### src/rtl/nn_config_pkg.sv
// ---------------------------------------------------------------------------
// nn_config_pkg
// Shared configuration for the neural-network datapath blocks.
//   DEFAULT_DATA_WIDTH : default width of one activation word
//   DEFAULT_NUM_NEURON : default number of parallel neuron lanes per layer
//   ser_state_t        : state encoding of the layer output serializer
// ---------------------------------------------------------------------------
package nn_config_pkg;

    localparam int unsigned DEFAULT_DATA_WIDTH = 16;
    localparam int unsigned DEFAULT_NUM_NEURON = 30;

    typedef enum logic [1:0] {
        IDLE    = 2'd0,
        COLLECT = 2'd1,
        STREAM  = 2'd2
    } ser_state_t;

endpackage : nn_config_pkg

### src/rtl/layer_output_serializer.sv
// ---------------------------------------------------------------------------
// layer_output_serializer
// Collects one result from each of num_neuron parallel neuron lanes (lanes
// may finish in any order, in the same or different cycles) and then streams
// the captured words lane 0 .. num_neuron-1, one per cycle, to the next layer.
//
// Ports
//   clk          : clock, all state updates on the rising edge
//   rst          : asynchronous active-high reset
//   neuron_data  : packed lane words, lane i at [i*data_width +: data_width]
//   neuron_valid : per-lane single-cycle result strobe
//   out_data     : serialized word (registered, holds when out_valid=0)
//   out_valid    : qualifies out_data (registered)
//   busy         : high while collecting or streaming (registered)
//   overrun      : sticky; a lane result arrived while streaming and was lost
// ---------------------------------------------------------------------------
module layer_output_serializer
    import nn_config_pkg::*;
#(
    parameter int unsigned num_neuron = DEFAULT_NUM_NEURON,
    parameter int unsigned data_width = DEFAULT_DATA_WIDTH
) (
    input  logic                             clk,
    input  logic                             rst,
    input  logic [num_neuron*data_width-1:0] neuron_data,
    input  logic [num_neuron-1:0]            neuron_valid,
    output logic [data_width-1:0]            out_data,
    output logic                             out_valid,
    output logic                             busy,
    output logic                             overrun
);

    localparam int unsigned    IDX_W    = (num_neuron > 1) ? $clog2(num_neuron) : 1;
    localparam logic [IDX_W-1:0] LAST_IDX = IDX_W'(num_neuron - 1);

    ser_state_t              state_q, state_d;
    logic [num_neuron-1:0]   mask_q, mask_d;
    logic [num_neuron-1:0]   merged;
    logic [IDX_W-1:0]        idx_q, idx_d;
    logic [data_width-1:0]   buf_q [num_neuron];
    logic [data_width-1:0]   out_data_q, out_data_d;
    logic                    out_valid_q, out_valid_d;
    logic                    busy_q, busy_d;
    logic                    overrun_q, overrun_d;
    logic                    capture_en;

    // Lanes captured so far plus those arriving this cycle; completion is
    // judged on this so every lane may finish in the same cycle.
    assign merged     = mask_q | neuron_valid;
    assign capture_en = (state_q != STREAM);

    // ------------------------------------------------------------------
    // State register
    // ------------------------------------------------------------------
    always_ff @(posedge clk or posedge rst) begin
        if (rst) begin
            state_q <= IDLE;
        end else begin
            state_q <= state_d;
        end
    end

    // ------------------------------------------------------------------
    // Next-state logic
    // ------------------------------------------------------------------
    always_comb begin
        state_d = state_q;
        case (state_q)
            IDLE, COLLECT: begin
                if (&merged) begin
                    state_d = STREAM;
                end else if (|merged) begin
                    state_d = COLLECT;
                end
            end
            STREAM: begin
                if (idx_q == LAST_IDX) begin
                    state_d = IDLE;
                end
            end
            default: state_d = IDLE;
        endcase
    end

    // ------------------------------------------------------------------
    // Output / datapath next-value logic
    // ------------------------------------------------------------------
    always_comb begin
        mask_d      = mask_q;
        idx_d       = idx_q;
        out_data_d  = out_data_q;
        out_valid_d = 1'b0;
        busy_d      = (state_d != IDLE);
        overrun_d   = overrun_q;
        case (state_q)
            IDLE, COLLECT: begin
                mask_d = merged;
            end
            STREAM: begin
                out_valid_d = 1'b1;
                out_data_d  = buf_q[idx_q];
                if (idx_q == LAST_IDX) begin
                    idx_d  = '0;
                    mask_d = '0;
                end else begin
                    idx_d = idx_q + 1'b1;
                end
                // Results cannot be accepted while the buffer is being read
                // out, including on the final beat.
                if (|neuron_valid) begin
                    overrun_d = 1'b1;
                end
            end
            default: begin
                mask_d = '0;
                idx_d  = '0;
            end
        endcase
    end

    // ------------------------------------------------------------------
    // Control / output registers
    // ------------------------------------------------------------------
    always_ff @(posedge clk or posedge rst) begin
        if (rst) begin
            mask_q      <= '0;
            idx_q       <= '0;
            out_data_q  <= '0;
            out_valid_q <= 1'b0;
            busy_q      <= 1'b0;
            overrun_q   <= 1'b0;
        end else begin
            mask_q      <= mask_d;
            idx_q       <= idx_d;
            out_data_q  <= out_data_d;
            out_valid_q <= out_valid_d;
            busy_q      <= busy_d;
            overrun_q   <= overrun_d;
        end
    end

    // ------------------------------------------------------------------
    // Capture buffer (no reset: contents are only read after the mask
    // shows every lane has been written)
    // ------------------------------------------------------------------
    always_ff @(posedge clk) begin
        for (int unsigned i = 0; i < num_neuron; i++) begin
            if (capture_en && neuron_valid[i]) begin
                buf_q[i] <= neuron_data[i*data_width +: data_width];
            end
        end
    end

    assign out_data  = out_data_q;
    assign out_valid = out_valid_q;
    assign busy      = busy_q;
    assign overrun   = overrun_q;

endmodule : layer_output_serializer

### config.mk
export PLATFORM = sky130hd
export DESIGN_NAME = layer_output_serializer
export DESIGN_NICKNAME = d
export VERILOG_FILES = /design/src/rtl/nn_config_pkg.sv /design/src/rtl/layer_output_serializer.sv
export SDC_FILE = /design/constraint.sdc
export NUM_CORES = 1
export LEC_CHECK = 0
export ABC_CLOCK_PERIOD_IN_PS = 4800
export BUFFER_PORTS_ARGS = -buffer_cell sky130_fd_sc_hd__buf_2
export CAP_MARGIN = 0
export CORE_ASPECT_RATIO = 1.25
export CORE_MARGIN = 3
export CORE_UTILIZATION = 45
export CTS_CLUSTER_DIAMETER = 40
export DETAILED_ROUTE_END_ITERATION = 12
export GPL_ROUTABILITY_DRIVEN = 0
export HOLD_SLACK_MARGIN = 0.15
export PLACE_DENSITY_LB_ADDON = 0.3
export SYNTH_ARGS = -nofsm -noshare
export SYNTH_HDL_FRONTEND = slang
export SYNTH_SLANG_ARGS = --single-unit
export TNS_END_PERCENT = 30
### constraint.sdc
create_clock -name clk -period 4.8 [get_ports clk]
set_clock_uncertainty 0.15 [all_clocks]
set_input_delay 0.96 -clock clk [delete_from_list [all_inputs] [get_ports clk]]
set_output_delay 0.96 -clock clk [all_outputs]
set_load 0.01 [all_outputs]
==> results_dict.tcl, run 1 <==
set metrics [dict create \
    status "complete, no violations" \
    rr_worst_depth 6 \
    yosys.cell_types.count 49 \
    clock_latency_ns 0.60 \
    h-tree-depth 3 \
    fin_hold_ws_ns 0.3104 \
    grt_first_pass_wirelength_um 94790 \
    finalCritPeriodShare_pct 65.94 \
    syn_nets 1649 \
    wl_per_cell_um 29.14 \
    firstDrtPassIters 5 \
    vias 13270 \
    setup_slack_ns 1.635 \
    clk_path_buf_depth 3 \
    worstPathRequired_ns 5.12 \
    area_growth_pct 26.68 \
    post_cts_buffers 0 \
    max_slew_margin_pct 21.81 \
    cellLeakagePower_uw 0.01005 \
    rsz0062_at_grt "false" \
    synth_area_mm2 0.02102 \
    viasPerCell 5.623 \
    cts_tree "done" \
    core-area_mm2 0.04561 \
    io_pins 531 \
    numPortBuffers 530 \
    multi_input_area_mm2 0.004755 \
    clk_pin_slew_ns 0.06 \
    die_w_um 199.3 \
    fillCellCount 3498 \
    ir_drop_uv 330.7 \
    start_util_pct 46.09 \
    drc 0 \
    endpoint_kind "flop" \
    drv_slew 0 \
    grt_max_degree 57 \
    cts-resized-gates 0 \
    use_met1_pct 34.54 \
    finish.utilization_pct 58.39 \
    use_met3_pct 6.544 \
    drtIter0Drc 1150 \
    die-height_um 247.7 \
    register_area_mm2 0.01583 \
    yosysTopAreaCell "edfxtp_1" \
    reg2reg_setup_slack_ns 1.63 \
    hpwl_um 51080 \
    top_usage_layer "met2" \
    wl_um 68780 \
    grt_pass1_vias 13740 \
    drive_gt1_share_pct 45.54 \
    worst_setup_path_start_kind "flop" \
    clock-sinks 536 \
    final_nets 2220 \
    hold_violations 0 \
    dieArea_mm2 0.04937 \
    seq_area_frac_synth_pct 75.22 \
    ys_async_sr_fraction_pct 10.45 \
    worstMarginPinSlew_ns 1.173 \
    period_needed_ns 3.165 \
    ys_ff_latch 536 \
    setup_viol 0 \
    synth_area_leaders "edfxtp_1 69%, mux4_2 10%, dfrtp_1 6.7%" \
    hold_path_class "flop to flop" \
    cts-root-buf "clkbuf_16" \
    grtUsageTotal_pct 27.55 \
    setup_tns_ns 0 \
    drv_cap 0 \
    worst-setup-path-type "flop to flop" \
    netlist_instances 1135 \
    ys_warn_count 0 \
    cts_buffers 68 \
    worstHoldStart "overrun$_DFFE_PP0P_" \
    path_max_fanout 43 \
    place_ws_ns 1.648 \
    reg2reg_to "out_data[15]$_DFFE_PP0P_" \
    rows 87 \
    met2_usage_pct 47.11 \
    grt_remaining_overflow 0 \
    final_antenna_net_count 0 \
    synth_edf_count 480 \
    synth.top_cell.area_share_pct 68.56 \
    postSynthAreaPerCell_um2 18.52 \
    max_freq_mhz 316.0 \
    r2r-start "idx_q[1]$_DFFE_PP0P_" \
    antenna_found_initial 21 \
    cp-startpoint "idx_q[1]$_DFFE_PP0P_" \
    power.density_mw_per_mm2 528.6 \
    worstPathArrival_ns 3.48 \
    holdPathStages 1 \
    synthFlopType "edfxtp_1" \
    ctsHoldBuffers 0 \
    min_to "overrun$_DFFE_PP0P_" \
]
==> worst max-delay path by stage <==
stage                                           to  slack [ns]
after floorplan                     busy$_DFF_PP0_        2.32
after global placement    out_data[15]$_DFFE_PP0P_        1.67
after detailed placement  out_data[15]$_DFFE_PP0P_        1.65
after CTS                 out_data[15]$_DFFE_PP0P_        1.64
after global routing       out_data[2]$_DFFE_PP0P_        1.46
final                     out_data[15]$_DFFE_PP0P_        1.63
==> cell usage after synthesis (15+ instances only) <==
library cell,n
mux4_2,97
buf_6,17
edfxtp_1,480
o21ai_0,38
o22ai_1,20
mux2i_1,38
nand2_1,68
a21oi_1,28
nor2b_1,15
clkbuf_1,20
inv_1,22
nor2_1,76
dfrtp_1,56
nor4_1,16
==> power breakdown <==
group	switching, µW	internal (µW)
clock network	2070	3120
logic	1540	1230
registers	421	5700
==> placed cells by master (no fill, tap or decap), types with 5 or more instances in the layout <==
| master | n |
|---|---|
| buf_2 | 530 |
| edfxtp_1 | 480 |
| mux4_2 | 97 |
| clkbuf_16 | 70 |
| nand2_1 | 68 |
| nor2_1 | 61 |
| dfrtp_1 | 53 |
| mux2i_1 | 38 |
| o21ai_0 | 38 |
| buf_4 | 30 |
| a21oi_1 | 28 |
| diode_2 | 21 |
| inv_1 | 21 |
| o22ai_1 | 20 |
| nor4_1 | 16 |
| nor2b_1 | 15 |
| nor2_2 | 15 |
| a211oi_1 | 13 |
| mux2_2 | 12 |
| and2_1 | 12 |
| nand3_1 | 10 |
| inv_6 | 9 |
| clkbuf_1 | 9 |
| clkinv_2 | 9 |
| o22a_1 | 8 |
| nor3_1 | 8 |
| inv_8 | 8 |
| o41ai_1 | 7 |
| bufinv_16 | 7 |
| clkinv_1 | 5 |
==> worst max-delay path, cell delays in order, from the launching register on <==
cell and delay [ns]:
dfrtp_4 0.90, buf_4 0.51, mux4_2 0.55, o22ai_1 0.40
nor2_1 0.11, nor2_1 0.25, o41ai_1 0.10
==> kinds of logic after synthesis <==
logic type | share of synthesized area, %
AOI/OAI and AO/OA | 4.196
adders and majority gates | 0.1190
buffers and inverters | 2.351
DFF | 75.22
muxes | 13.18
and+or+nand+nor | 4.928
==> through the flow <==
stage	std cells	power, µW	area [µm²]
global placement	2214	8971	24260
detailed placement	2214	9012	24260
floorplan	1135	7870	21020
global route	2350	14560	26610
CTS	2339	14180	26580
finish	2360	14080	26630
==> final cells by class <==
class                      count  share of cell area [%]
timing repair buffer         560                   10.81
antenna                       21                  0.1973
clock inverter                46                   1.992
clock buffer                  79                   6.704
sequential                   536                   59.42
tap                          578                   2.715
multi-input combinational    518                   17.85
inverter                      22                  0.3101
==> metal layers <==
layer | vias up | wire length [µm]
met4 | 12 | 2202
met3 | 128 | 6066
li1 | 5708 | -
met2 | 705 | 35270
met1 | 6718 | 25160
met5 | - | 77
==> sequential cells by signal, indices dropped and copies added, names as in the netlist <==
register,flops
busy,1
mask_q,30
out_valid,1
overrun,1
buf_q,480
out_data,16
state_q,2
idx_q,5
No activity file was read; power rests on OpenSTA's default activity.
==> run 2: changes to the inputs <==
- ABC_AREA: default -> 1
- ABC_CLOCK_PERIOD_IN_PS: 4800 -> 3000
- clock period: 4.8 -> 3 ns (I/O delays scaled with it)
==> run 2 against run 1 <==
Sequential share of layout area is 12 points lower. Core utilization rose by 10 points. Non-clock buffer count increased by 532. Critical path depth increased by 3. Combinational power is 93% higher. Count of clock-buffer cells in the layout shrank 1. Sequential cell count did not move. Final area rose by 25%. Sequential power rose by 53%. Critical path type unchanged.
==> results_dict.tcl, run 2 <==
set metrics [dict create \
    rows 90 \
    postSynthAreaPerCell_um2 10.79 \
    ys_warn_count 0 \
    drv_cap 0 \
    final_cell_mix "595 x nand2_1, 530 x buf_2, 499 x dlygate4sd3_1" \
    yosys.cell_types.count 33 \
    max_freq_mhz 357.2 \
    clk_path_buf_depth 3 \
    r2r-start "idx_q[1]$_DFFE_PP0P_" \
    final_nets 3646 \
    period_needed_ns 2.799 \
    cts-root-buf "clkbuf_16" \
    drtIter0Drc 2167 \
    cellLeakagePower_uw 0.01440 \
    regMostFlops "buf_q" \
    power.density_mw_per_mm2 699.9 \
    combPwrFrac_pct 22.9 \
    cts_tree "done" \
    clock-sinks 536 \
    wl_per_cell_um 24.77 \
    viasPerCell 5.449 \
    ir_drop_uv 481.2 \
    cp_cell_sequence "inv_4, buf_12, nor2_1, o21ai_0, nand2_1, nand2_1, nand4_1, nand2_1, nand2_1" \
    hold_path_class "input port to flop" \
    final_antenna_net_count 0 \
    synth_edf_count 480 \
    largest_register_ffs 480 \
    clock_latency_ns 0.61 \
    rr_worst_depth 9 \
    worst_setup_path_start_kind "flop" \
    antenna_found_initial 9 \
    finalCritPeriodShare_pct 93.31 \
    cpPeakStageDelay_ns 0.55 \
    setup_viol 0 \
    power_frac_clock_pct 37.1 \
    start_util_pct 45.93 \
    seq_area_frac_synth_pct 70.78 \
    grt_remaining_overflow 0 \
    grt_max_degree 98 \
    path_common_cell "nand2_1" \
    yosysMostFrequentCell "nand2_1" \
    die-height_um 255.1 \
    endpoint_kind "flop" \
    area_growth_pct 49.44 \
    post_cts_buffers 0 \
    drc 0 \
    worstHoldStart "neuron_valid[5]" \
    synth.top_cell.area_share_pct 64.51 \
    max_slew_margin_pct 45.71 \
    io_pins 531 \
    path_max_fanout 54 \
    cts_buffers 71 \
    die_w_um 205.3 \
    slowest_stage "inv_4" \
    core-area_mm2 0.04865 \
    min_to "mask_q[5]$_DFFE_PP0P_" \
    multi_input_area_mm2 0.005459 \
    status "complete, no violations" \
    final_common_cell "nand2_1" \
    power.total_uw 23370 \
    worstPathRequired_ns 3.33 \
    setup_tns_ns 0 \
    worst-setup-path-type "flop to flop" \
    numPortBuffers 530 \
    ys_async_sr_fraction_pct 10.45 \
    firstDrtPassIters 6 \
    grtUsageTotal_pct 35.94 \
    reg2reg_to "out_data[14]$_DFFE_PP0P_" \
    register_area_mm2 0.01582 \
    worstPathArrival_ns 3.13 \
    hold_violations 0 \
    fillCellCount 3329 \
    vias 20970 \
    synth_common_cells "595 x nand2_1, 480 x edfxtp_1, 289 x nor2_1" \
    worstMarginPinSlew_ns 0.8134 \
    synth_area_mm2 0.02234 \
    cts-resized-gates 0 \
    synth_area_leaders "edfxtp_1 65%, nand2_1 10%, dfrtp_1 6.3%" \
    drv_slew 0 \
    dieArea_mm2 0.05238 \
    synthFlopType "edfxtp_1" \
    holdPathStages 3 \
    netlist_instances 2070 \
    p_int_uw 15940 \
    seq_power_share_pct 40.0 \
    rsz0062_at_grt "false" \
    grt_pass1_vias 22560 \
    ys_ff_latch 536 \
    drive_gt1_share_pct 24.13 \
    hpwl_um 58710 \
    grt_first_pass_wirelength_um 136500 \
    reg2reg_setup_slack_ns 0.20 \
    yosysTopAreaCell "edfxtp_1" \
    h-tree-depth 3 \
    wl_um 95310 \
    syn_nets 2584 \
    clk_pin_slew_ns 0.06 \
    p_sw_uw 7432 \
    switching_share_pct 31.80 \
]
-- run 2: cell types whose count changed after synthesis, moves of 26 or more --
cell,delta
nand3_1,+137
buf_2,+44
o21ai_0,+58
nor2_1,+213
nand2_1,+527
mux2i_1,-38
mux4_2,-97
a21oi_1,+26
inv_1,+134
-- run 2: how the worst max path moves through the flow --
stage                                     from                        to  slack [ns]  cells past startpoint
after floorplan                            rst            busy$_DFF_PP0_        0.88                      1
after global placement    idx_q[1]$_DFFE_PP0P_  out_data[14]$_DFFE_PP0P_        0.22                      9
after detailed placement  idx_q[1]$_DFFE_PP0P_  out_data[14]$_DFFE_PP0P_        0.20                      9
after CTS                 idx_q[1]$_DFFE_PP0P_  out_data[14]$_DFFE_PP0P_        0.20                      9
after global routing      idx_q[1]$_DFFE_PP0P_  out_data[14]$_DFFE_PP0P_        0.09                      9
final                     idx_q[1]$_DFFE_PP0P_  out_data[14]$_DFFE_PP0P_        0.20                      9
-- run 2: through the flow --
step                utilization, %  setup slack, ns  hold WS (ns)  cell area, µm²  std cells
finish                       68.64           0.2008        0.1882           33390       3848
global route                 68.61          0.08787        0.1740           33380       3843
CTS                          68.57           0.1961        0.1524           33360       3835
detailed placement           53.34           0.2001        0.3069           25950       3204
global placement             53.34           0.2237        0.2976           25950       3204
floorplan                        -           0.8787        0.2845           22340       2070
-- run 2: power by group through the flow --
stage	Clock, µW	Combinational [µW]	Sequential [µW]
6_report	8680	5350	9340
5_1_grt	9040	5760	9400
4_1_cts	8660	5170	9310
3_5_place_dp	0	4620	9450
3_3_place_gp	0	4560	9440
2_1_floorplan	0	2680	9380
-- run 2: final cells by class --
type                       count  area share [%]
tap                          644           2.413
antenna                       13         0.09743
clock buffer                  78           5.654
clock inverter                54           1.585
inverter                     163           1.859
sequential                   536           47.39
multi-input combinational   1268           16.35
timing repair buffer        1092           24.66
-- run 2: cell families (layout without fill, tap and decap cells) --
logic type      Yosys count  in the layout  synth area share, %
simple gates           1067           1067                19.21
buf+inv                 266           1387                5.169
xor+xnor                  3              3               0.1176
flops                   536            536                70.78
other cells               0             13                    0
fa+ha+maj                 2              2               0.1120
compound gates          196            196                4.614
-- run 2: per-layer routing --
| metal | wire length (µm) | part of all wire (%) | track usage, % | vias to the layer above |
|---|---|---|---|---|
| li1 | - | - | - | 9063 |
| met1 | 31750 | 33 | 40.51 | 9819 |
| met2 | 46550 | 49 | 59.85 | 1636 |
| met3 | 9410 | 9.9 | 8.599 | 449 |
| met4 | 7585 | 8.0 | 26.18 | 0 |
| met5 | 0 | 0 | 0 | - |
-- run 2: worst max-delay path, delay by kind of cell (launching register included) --
kind | cells | cell delay [ns]
simple gates | 6 | 1.10
buf+inv | 2 | 0.82
flops | 1 | 0.52
compound gates | 1 | 0.07
-- run 2: what timing repair did --
| item | 4_1_cts | 5_1_grt |
|---|---|---|
| endpoints found under the setup margin | 0 | 0 |
| hold endpoints to repair | 522 | 0 |
| hold buffers | 499 | 0 |
